### src/rtl/fifo_axis_packetizer.sv
// Drains a show-ahead FIFO into a registered AXI4-Stream master and marks tlast every PKT_LEN beats.
// Build macro PKTZ_PAD_TIMEOUT_EN adds zero padding of a starved packet after TIMEOUT cycles plus pad_count.
module fifo_axis_packetizer #(
    parameter int DATA_WIDTH = 32,
    parameter int PKT_LEN    = 16,
    parameter int CNT_WIDTH  = 16,
    parameter int TIMEOUT    = 256
) (
    input  logic                  clk,
    input  logic                  rst_n,
    input  logic                  enable,
    input  logic [DATA_WIDTH-1:0] fifo_dout,
    input  logic                  fifo_empty,
    output logic                  fifo_rd_en,
    output logic [DATA_WIDTH-1:0] m_axis_tdata,
    output logic                  m_axis_tvalid,
    output logic                  m_axis_tlast,
    input  logic                  m_axis_tready,
    output logic [CNT_WIDTH-1:0]  pkt_count,
`ifdef PKTZ_PAD_TIMEOUT_EN
    output logic [CNT_WIDTH-1:0]  pad_count,
`endif
    output logic                  busy
);

    localparam int BEAT_W = (PKT_LEN > 2) ? $clog2(PKT_LEN) : 1;
    localparam logic [BEAT_W-1:0] LAST_BEAT = BEAT_W'(PKT_LEN - 1);

    if (PKT_LEN < 2 || PKT_LEN > 65535 || TIMEOUT < 1) begin : g_bad_params
        $error("fifo_axis_packetizer: PKT_LEN must be 2..65535 and TIMEOUT at least 1");
    end

`ifdef PKTZ_PAD_TIMEOUT_EN
    typedef enum logic [1:0] {ST_IDLE = 2'd0, ST_STREAM = 2'd1, ST_PAD = 2'd2} state_t;
`else
    typedef enum logic [1:0] {ST_IDLE = 2'd0, ST_STREAM = 2'd1} state_t;
`endif

    state_t                  r_state;
    state_t                  w_state_nxt;
    logic [BEAT_W-1:0]       r_beat;
    logic [DATA_WIDTH-1:0]   r_tdata;
    logic                    r_tvalid;
    logic                    r_tlast;
    logic [CNT_WIDTH-1:0]    r_pkt_count;
    logic                    w_free;
    logic                    w_pop;
    logic                    w_pad_load;
    logic                    w_load;
    logic                    w_last;

    // The output register can take a new beat when empty or being drained this cycle.
    assign w_free     = !r_tvalid || m_axis_tready;
    assign w_pop      = (r_state == ST_STREAM) && w_free && !fifo_empty;
    assign w_load     = w_pop || w_pad_load;
    assign w_last     = (r_beat == LAST_BEAT);

    assign fifo_rd_en    = w_pop;
    assign m_axis_tdata  = r_tdata;
    assign m_axis_tvalid = r_tvalid;
    assign m_axis_tlast  = r_tlast;
    assign pkt_count     = r_pkt_count;
    assign busy          = (r_state != ST_IDLE);

`ifdef PKTZ_PAD_TIMEOUT_EN
    localparam int TMO_W = $clog2(TIMEOUT) + 1;

    logic [TMO_W-1:0]     r_tmo;
    logic [CNT_WIDTH-1:0] r_pad_count;
    logic                 w_starve;
    logic                 w_timeout;

    // Starvation only counts once a packet has begun, so an idle empty FIFO never pads.
    assign w_starve   = (r_state == ST_STREAM) && (r_beat != '0) && fifo_empty;
    assign w_timeout  = w_starve && (r_tmo == TMO_W'(TIMEOUT - 1));
    assign w_pad_load = (r_state == ST_PAD) && w_free;
    assign pad_count  = r_pad_count;

    // Starvation timer and padded-packet counter.
    always_ff @(posedge clk or negedge rst_n) begin
        if (!rst_n) begin
            r_tmo       <= '0;
            r_pad_count <= '0;
        end else begin
            if (w_starve) begin
                r_tmo <= r_tmo + 1'b1;
            end else begin
                r_tmo <= '0;
            end
            if (w_pad_load && w_last) begin
                r_pad_count <= r_pad_count + 1'b1;
            end
        end
    end
`else
    assign w_pad_load = 1'b0;
`endif

    // State register.
    always_ff @(posedge clk or negedge rst_n) begin
        if (!rst_n) begin
            r_state <= ST_IDLE;
        end else begin
            r_state <= w_state_nxt;
        end
    end

    // Next-state decode; enable is only consulted when starting a packet.
    always_comb begin
        w_state_nxt = r_state;
        case (r_state)
            ST_IDLE: begin
                if (enable && !fifo_empty) begin
                    w_state_nxt = ST_STREAM;
                end else begin
                    w_state_nxt = ST_IDLE;
                end
            end
            ST_STREAM: begin
                if (w_pop && w_last) begin
                    w_state_nxt = ST_IDLE;
`ifdef PKTZ_PAD_TIMEOUT_EN
                end else if (w_timeout) begin
                    w_state_nxt = ST_PAD;
`endif
                end else begin
                    w_state_nxt = ST_STREAM;
                end
            end
`ifdef PKTZ_PAD_TIMEOUT_EN
            ST_PAD: begin
                if (w_pad_load && w_last) begin
                    w_state_nxt = ST_IDLE;
                end else begin
                    w_state_nxt = ST_PAD;
                end
            end
`endif
            default: w_state_nxt = ST_IDLE;
        endcase
    end

    // Output stage and beat position; a stalled beat holds until accepted.
    always_ff @(posedge clk or negedge rst_n) begin
        if (!rst_n) begin
            r_tdata  <= '0;
            r_tvalid <= 1'b0;
            r_tlast  <= 1'b0;
            r_beat   <= '0;
        end else if (w_load) begin
            r_tdata  <= w_pop ? fifo_dout : '0;
            r_tvalid <= 1'b1;
            r_tlast  <= w_last;
            r_beat   <= w_last ? '0 : r_beat + 1'b1;
        end else if (w_free) begin
            r_tvalid <= 1'b0;
            r_tlast  <= 1'b0;
        end
    end

    // Completed-packet counter, stepped on the handshake of each tlast beat.
    always_ff @(posedge clk or negedge rst_n) begin
        if (!rst_n) begin
            r_pkt_count <= '0;
        end else if (r_tvalid && m_axis_tready && r_tlast) begin
            r_pkt_count <= r_pkt_count + 1'b1;
        end
    end

endmodule

### config.mk
export PLATFORM = sky130hd
export DESIGN_NAME = fifo_axis_packetizer
export DESIGN_NICKNAME = d
export VERILOG_FILES = /design/src/rtl/fifo_axis_packetizer.sv
export SDC_FILE = /design/constraint.sdc
export NUM_CORES = 1
export LEC_CHECK = 0
export BUFFER_PORTS_ARGS = -buffer_cell sky130_fd_sc_hd__buf_4
export CORE_MARGIN = 3
export CORE_UTILIZATION = 43
export CTS_CLUSTER_SIZE = 40
export DETAILED_ROUTE_END_ITERATION = 10
export PLACE_DENSITY_LB_ADDON = 0.08
export SYNTH_ARGS = -nofsm -noshare
export SYNTH_HDL_FRONTEND = slang
export SYNTH_SLANG_ARGS = --single-unit
### constraint.sdc
create_clock -name clk -period 1.7 [get_ports clk]
set_clock_uncertainty 0.15 [all_clocks]
set_input_delay 0.34 -clock clk [delete_from_list [all_inputs] [get_ports clk]]
set_output_delay 0.34 -clock clk [all_outputs]
set_load 0.1 [all_outputs]
Word-level counts from Yosys, hierarchy flattened
Index checks and enable logic that the tools add are counted.
{ "word_totals": {"reg_bits": 56, "output_inout_bits": 52, "inputBits": 37} }
{ "classes": {"n_reduce_logical": 12, "addsub": 2, "eq_ne": 2, "mux": 7} }
{ "op_table": {"columns": ["op", "n"], "rows": [
  ["16-bit by 1-bit adder with 16-bit output (second input constant)", 1],
  ["1-bit logical AND", 6],
  ["1-bit 2-to-1 mux", 5],
  ["4-bit by 1-bit adder with 4-bit output (second input constant)", 1],
  ["4-bit == test (second input constant)", 1],
  ["4-bit 2-to-1 mux", 1],
  ["2-bit nonzero test", 2],
  ["2-bit by 1-bit == test with 1-bit output (second input constant)", 1],
  ["1-bit zero test", 2],
  ["2-bit zero test", 1],
  ["1-bit case mux with 2 select lines", 1],
  ["1-bit logical OR", 1]
]} }

Logic depth before layout (Yosys ltp)
Gate-level depths: netlist of the first run.
{ "depth": {"depth_word": 7, "depth_mapped": 5} }

Least setup slack after synthesis of the first run
OpenSTA, ideal clock, no wires.
{ "synth_path": {"kind": "reg-to-reg", "start": "reg r_pkt_count[0] (netlist: pkt_count[0])", "end": "reg r_pkt_count[10] (netlist: pkt_count[10])", "n_path_buf": 0, "path_slack_ns": -0.570, "stages_incl_launch_ff": 6, "required_time_ns": 1.391, "arrival_time_ns": 1.961, "path_cell_list": "dfrtp_1 > ha_1 > nand4_1 > nor4_2 > nand2_1 > xnor2_1"} }
{ "synth_between": {"elab_chain_cells": 1} }
{ "synth_lines": {"columns": ["item", "line", "source"], "rows": [
  ["start: declaration", "45", "logic [CNT_WIDTH-1:0] r_pkt_count;"],
  ["start signal: assignment", "166", "r_pkt_count <= r_pkt_count + 1'b1;"],
  ["16-bit by 1-bit adder with 16-bit output", "166", null]
]} }
Every way passes these cells.
A chain may end at the register's enable or synchronous reset.

Final worst setup path of the first run
{ "layout_path": {"start": "reg r_tvalid (netlist: m_axis_tvalid)", "end": "out fifo_rd_en"} }
{ "layout_between": {"elab_chain_cells": 4} }
{ "layout_lines": {"columns": ["item", "line", "source"], "rows": [
  ["start: declaration", "43", "logic r_tvalid;"],
  ["start signal: assignment", "147", "r_tvalid <= 1'b0;"],
  ["start signal: assignment", "152", "r_tvalid <= 1'b1;"],
  ["start signal: assignment", "156", "r_tvalid <= 1'b0;"],
  ["1-bit zero test", "53", "assign w_free = !r_tvalid || m_axis_tready;"],
  ["1-bit logical OR", "53", null],
  ["1-bit logical AND (2 in a row)", "54", "assign w_pop = (r_state == ST_STREAM) && w_free && !fifo_empty;"],
  ["end: declaration", "14", "output logic fifo_rd_en,"]
]} }
Every way passes these cells.

==> metrics.md, run 1 <==
| Metric | Value |
|---|---|
| Synth Warn # | 0 |
| Synthesized area per cell | 14.49 um^2 |
| Die Wd | 78.05 um |
| Cell Rows | 25 |
| Reg2reg start | m_axis_tvalid$_DFFE_PN0P_ |
| F_max | 584.7 MHz |
| CTS buffer count | 5 |
| Main combinational cell family by area after synthesis | multiplexers |
| Synth Net Count | 193 |
| Wire per inst | 14.25 um |
| Post-synthesis xor/xnor area fraction | 6.278% |
| DRC violations left | 0 |
| DIE AREA | 6092 um^2 |
| Count of cell types in the netlist | 25 |
| Gate Count Post-Synth | 154 |
| Routed vias | 1539 |
| CTS H-tree depth | 2 |
| Clock slew at reported path FFs | 100 ps |
| Critical path required time | 1210 ps |
| Port Buffers | 88 |
| Layout cells sized above 1 | 66.15% |
| CTS max path bufs | 2 |
| Post-synth EDFFs | 0 |
| Synth-to-layout area growth | 49.55% |
| FF-to-FF path depth | 5 |
| Setup TNS after final layout | -10.41 ps |
| Most frequent cells in the layout | buf_4, dfrtp_1, mux2_2, xnor2_1, dfrtp_4 |
| Commonest non-fill, non-tap cell in the layout | buf_4 |
| Crit path max fanout | 2 |
| Num ports | 89 |
| PwrDens | 1669 nW/um^2 |
| Detail Placement HPWL | 3.358 mm |
| Slew HR | 77.65% |
| Post-route cell area | 3338 um^2 |
| First-pass GRT wire length | 7.734 mm |
| Setup WS post-layout | -10.41 ps |
| Crit Path Class | register to primary output |
| Die Span Y | 78.05 um |
| RSZ-0062 raised after global routing | true |
| Initial core utilization | 45.74% |
| Status | complete, but fails checks |
| Endpoints failing hold | 0 |
| Final WL | 4.618 mm |
| Slew of the pin with the lowest slew margin | 335.2 ps |
| Root Buffer | clkbuf_8 |
| Via density | 4.750 |
| Syn Std Cell Area | 2232 um^2 |
| Total chip power | 0.005572 W |
| Area share of fa/ha/maj cells after synthesis | 1.121% |
| Compound-Gate Fraction of Synth Area | 1.289% |
| Main flop type after synthesis | dfrtp_1 |
| Largest net degree at the start of global routing | 26 |
| Asr flop ratio synth | 100.0% |
| Core area | 4880 um^2 |
| Crit path capture type | primary output |
| ANT cells | 0 |
| Max Slew Vio Count | 0 |
| Setup crit start | m_axis_tvalid$_DFFE_PN0P_ |
| Tot GR Track Use | 15.96% |
| Reg2Reg Setup Slack | 10 ps |
| Post-DRT Antenna Nets | 0 |
| WP data arrival | 1220 ps |
| Drt pass-1 iters | 3 |
| Dpl cells | 310 |
| Max_cap viols | 0 |
| Failing checks | setup timing |
| Min Tclk post-route | 1710 ps |
| Crit start category | register |
| Final Non-Filler Cells | 324 |
| Initial antenna violation count | 0 |
| Setup violators final | 1 |
| Pleak | 1.551 nW |
| Clk sinks | 55 |
| Setup crit end | fifo_rd_en |
| DR iter-0 viols | 22 |
| NumNets Final | 295 |
| #FFs+latches synth | 55 |
| Clock latency on the worst-skew pair | 300 ps |
| GP Congestion | 0.7573 |
| Crit share post-route | 100.6% |
| Hold Path Class | primary input to register |
| TritonCTS clock tree | yes |
| Post-synthesis mux area share | 17.66% |
| Crit Reg-Reg Endpoint | m_axis_tdata[7]$_DFFE_PN0P_ |
| Area after DPL | 3126 um^2 |
| Synth Area in Simple Gates | 10.15% |
| Peak VDD IR | 1.191 mV |
| Seq/Total Area, Yosys | 61.66% |
| Vias in the first global route | 1672 |
| Total grt overflow | 0 |
-- state kept, by name (all words and copies together), names as in the netlist --
signal	count
r_beat	4
m_axis_tvalid	1
m_axis_tlast	1
m_axis_tdata	32
pkt_count	16
r_state	1
-- how the worst min path moves through the flow --
stage / start / endpoint / slack, ps / cells after the start
floorplan: rst_n / m_axis_tdata[0]$_DFFE_PN0P_ / -110 / 0
global placement: rst_n / m_axis_tdata[3]$_DFFE_PN0P_ / 120 / 1
detailed placement: rst_n / m_axis_tdata[3]$_DFFE_PN0P_ / 120 / 1
CTS: fifo_dout[24] / m_axis_tdata[24]$_DFFE_PN0P_ / 100 / 2
global route: fifo_dout[10] / m_axis_tdata[10]$_DFFE_PN0P_ / 100 / 2
finish: fifo_dout[24] / m_axis_tdata[24]$_DFFE_PN0P_ / 110 / 2
-- timing repair --
item	in CTS	in global routing
endpoints found under the setup margin	1	26
pin swaps	1	2
buffers inserted	3	1
hold buffers	1	0
gates cloned	0	1
gates resized for setup	3	4
hold endpoints to repair	23	0
-- report_power, final --
group	switching, W	total (W)	internal [W]
clock	0.000406	0.000883	0.000477
sequential	0.000194	0.00180	0.00161
combinational	0.00214	0.00289	0.000751
-- cell families after synthesis --
family,after synthesis
multiplexers,35
AO/OA/AOI/OAI,4
buffers and inverters,7
XOR/XNOR,16
AND/OR/NAND/NOR,35
flip-flops,55
adder cells (fa/ha/maj),2
-- critical path, stage by stage, from the launching register on --
cell and delay (ps):
dfrtp_4 480, nor2b_4 140, nor2_4 120, buf_12 180
-- Yosys cell counts (2+ instances only) --
library cell,n,area share (%)
xor2_1,4,1.6
nand3_1,5,1.1
nor3_1,2,0.45
nand4_1,3,0.84
and3_1,3,0.84
nand2b_1,3,0.84
buf_4,4,1.3
ha_1,2,1.1
inv_1,3,0.50
mux2_2,35,18
a21oi_1,2,0.45
nor2_1,4,0.67
xnor2_1,12,4.7
dfrtp_1,55,62
nand2_1,7,1.2
-- layout make-up --
type	instances	area, um^2
fillers	383	1541
inverters	3	11.26
repair buffers	99	817.0
multi-input cells	92	880.8
flip-flops and latches	55	1428
well taps	67	83.83
clock buffers	6	82.58
clock inverters	2	35.03
-- stage by stage --
| step | util, % | hold slack [ps] | setup slack, ps |
|---|---|---|---|
| after floorplan | - | -105.6 | -26.94 |
| after global placement | 64.05 | 123.1 | 76.34 |
| after detailed placement | 64.05 | 123.7 | 70.10 |
| after CTS | 67.38 | 98.94 | -37.56 |
| after global routing | 68.41 | 97.74 | -72.02 |
| final | 68.41 | 109.8 | -10.41 |
-- per-layer routing --
layer,track usage [%],wire [um],share of wire [%],up-vias
met2,27.48,2337,51,46
met5,0,0,0,-
met1,19.41,1955,42,753
met3,4.358,269,5.8,7
li1,-,-,-,733
met4,5.245,55,1.2,0
Note: power is estimated with default switching activity, not from simulation.
==> inputs of run 2 (changes only) <==
- CORE_UTILIZATION: 43 -> 33
- HOLD_SLACK_MARGIN: not set -> 0.02
- REMOVE_ABC_BUFFERS: not set -> 1
==> run 2 against run 1 <==
The run now ends clean. Clock power increased by 0.5%. Global-route usage decreased by 3.4 points. Hold slack gained 2.0 ps. Final area fell by 2.5%. Power is 1.1% lower. Utilization down 18 points. Fmax rose by 4.1%. Largest cell class unchanged. Largest power group unchanged. Highest routed layer unchanged.
==> metrics.md, run 2 (synthesis gave the netlist of run 1 again) <==
| Metric | Value |
|---|---|
| Status | complete, no violations (was complete, but fails checks) |
| Layout cells sized above 1 | 58.30% (was 66.15%) |
| Total chip power | 0.005513 W (was 0.005572 W) |
| Max Slew Vio Count | 0 (unchanged) |
| Worst slack, placed | 33.69 ps (was 70.10 ps) |
| Pleak | 1.564 nW (was 1.551 nW) |
| PwrDens | 1693 nW/um^2 (was 1669 nW/um^2) |
| Commonest non-fill, non-tap cell in the layout | buf_4 (unchanged) |
| Detail Placement HPWL | 3.469 mm (was 3.358 mm) |
| Tot GR Track Use | 12.57% (was 15.96%) |
| Crit share post-route | 96.66% (was 100.6%) |
| Crit Path Class | register to primary output (unchanged) |
| Critical path required time | 1210 ps (about the same) |
| CP top delay family | flip-flops (unchanged) |
| Endpoints failing hold | 0 (unchanged) |
| Initial core utilization | 34.56% (was 45.74%) |
| ANT cells | 0 (unchanged) |
| Post-DRT Antenna Nets | 0 (unchanged) |
| Hold Path Class | primary input to register (unchanged) |
| Die Span Y | 88.25 um (was 78.05 um) |
| Area after DPL | 3069 um^2 (was 3126 um^2) |
| TritonCTS clock tree | yes (unchanged) |
| Crit start category | register (unchanged) |
| GP Congestion | 0.7260 (was 0.7573) |
| Num ports | 89 (unchanged) |
| Max reg flops | 32 (unchanged) |
| Post-route cell area | 3256 um^2 (was 3338 um^2) |
| Buffers plus inverters on the worst setup path | 1 (unchanged) |
| CTS H-tree depth | 2 (unchanged) |
| CTS buffer count | 5 (unchanged) |
| Crit-path cells | nor2b_4 > nor2_4 > buf_12 (unchanged) |
| Clk sinks | 55 (unchanged) |
| Wire per inst | 13.82 um (was 14.25 um) |
| Slew HR | 76.87% (was 77.65%) |
| Initial antenna violation count | 0 (unchanged) |
| Worst hold margin | 111.8 ps (was 109.8 ps) |
| Max_cap viols | 0 (unchanged) |
| Max incr delay on CP | 390 ps (was 480 ps) |
| CP max-delay cell | dfrtp_1 (was dfrtp_4) |
| Via density | 4.649 (was 4.750) |
| Setup violators final | 0 (was 1) |
| Root Buffer | clkbuf_8 (unchanged) |
| Vias in the first global route | 1537 (was 1672) |
| CTS max path bufs | 2 (unchanged) |
| FF/Latch Area | 1376 um^2 (was 1428 um^2) |
| Crit path capture type | primary output (unchanged) |
| Final WL | 4.642 mm (was 4.618 mm) |
| Area occupied by multi-input gates | 835.8 um^2 (was 880.8 um^2) |
| Final core utilization | 50.41% (was 68.41%) |
| Clock latency on the worst-skew pair | 300 ps (about the same) |
| Clock slew at reported path FFs | 100 ps (about the same) |
| DRC violations left | 0 (unchanged) |
| Crit path max fanout | 3 (was 2) |
| Core area | 6459 um^2 (was 4880 um^2) |
| Setup WS post-layout | 56.83 ps (was -10.41 ps) |
| Slew of the pin with the lowest slew margin | 346.9 ps (was 335.2 ps) |
| Min Tclk post-route | 1643 ps (was 1710 ps) |
| RSZ-0062 raised after global routing | true (unchanged) |
| Peak VDD IR | 0.8686 mV (was 1.191 mV) |
| F_max | 608.6 MHz (was 584.7 MHz) |
| Routed vias | 1562 (was 1539) |
| Most frequent cells in the layout | buf_4, dfrtp_1, mux2_2, xnor2_1, nand2_1 (was buf_4, dfrtp_1, mux2_2, xnor2_1, dfrtp_4) |
| Largest net degree at the start of global routing | 31 (was 26) |
| Cell Rows | 29 (was 25) |
| Die Wd | 88.25 um (was 78.05 um) |
| DR iter-0 viols | 72 (was 22) |
| Layout fillers | 584 (was 383) |
| First-pass GRT wire length | 7.555 mm (was 7.734 mm) |
| WP data arrival | 1150 ps (was 1220 ps) |
| Total grt overflow | 0 (unchanged) |
| DIE AREA | 7787 um^2 (was 6092 um^2) |
| Synth-to-layout area growth | 45.85% (was 49.55%) |
| Drt pass-1 iters | 4 (was 3) |
| Port Buffers | 88 (unchanged) |
| NumNets Final | 297 (was 295) |
==> run 2: per-layer routing <==
layer	share of wire [%]	GRT usage [%]	routed length (um)	up-vias
met5	0	0	0	-
met4	0.50	3.297	23	0
met3	7.9	5.866	366	2
met2	49	19.24	2252	51
met1	43	16.17	1999	762
li1	-	-	-	747
==> run 2: cell type report <==
class / count / area share [%]
Sequential cell: 55 / 42.28
Multi-Input combinational cell: 92 / 25.67
Timing Repair Buffer: 101 / 25.13
Tap cell: 77 / 2.959
Clock buffer: 6 / 2.537
Clock inverter: 2 / 1.076
Inverter: 3 / 0.3459
==> run 2: timing repair <==
item                       CTS  global route
hold buffers                 1             0
buffers inserted             3             0
setup endpoints to repair    1             8
pin swaps                    1             3
cloned                       0             0
hold endpoints to repair    25             0
resized for setup            4             4
==> run 2: worst register-to-register path: stages (launching register included) <==
cell	delay [ps]
dfrtp_1	390
nor2b_4	140
nor2_4	130
buf_4	170
buf_12	170
mux2_2	350
==> run 2: report_power, final <==
| part | internal [W] | switching [W] |
|---|---|---|
| registers | 0.00159 | 0.000163 |
| clock network | 0.000477 | 0.000410 |
| logic | 0.000726 | 0.00215 |
| total | 0.00279 | 0.00272 |
==> run 2: worst paths after layout <==
path	cells past startpoint	slack, ps	start	endpoint
setup / recovery	3	60	m_axis_tvalid$_DFFE_PN0P_	fifo_rd_en
hold / removal	2	110	fifo_dout[16]	m_axis_tdata[16]$_DFFE_PN0P_
setup reg to reg	5	100	m_axis_tvalid$_DFFE_PN0P_	m_axis_tdata[22]$_DFFE_PN0P_
hold reg to reg	1	330	pkt_count[15]$_DFFE_PN0P_	pkt_count[15]$_DFFE_PN0P_
max in group asynchronous	3	600	rst_n	r_beat[1]$_DFFE_PN0P_
min in group asynchronous	2	330	rst_n	m_axis_tdata[31]$_DFFE_PN0P_
==> run 2: stage by stage <==
stage / std cells / TNS [ps]
after floorplan: 150 / -77900
after global placement: 324 / 0
after detailed placement: 324 / 0
after CTS: 336 / 0
after global routing: 336 / -20.41
final: 336 / 0
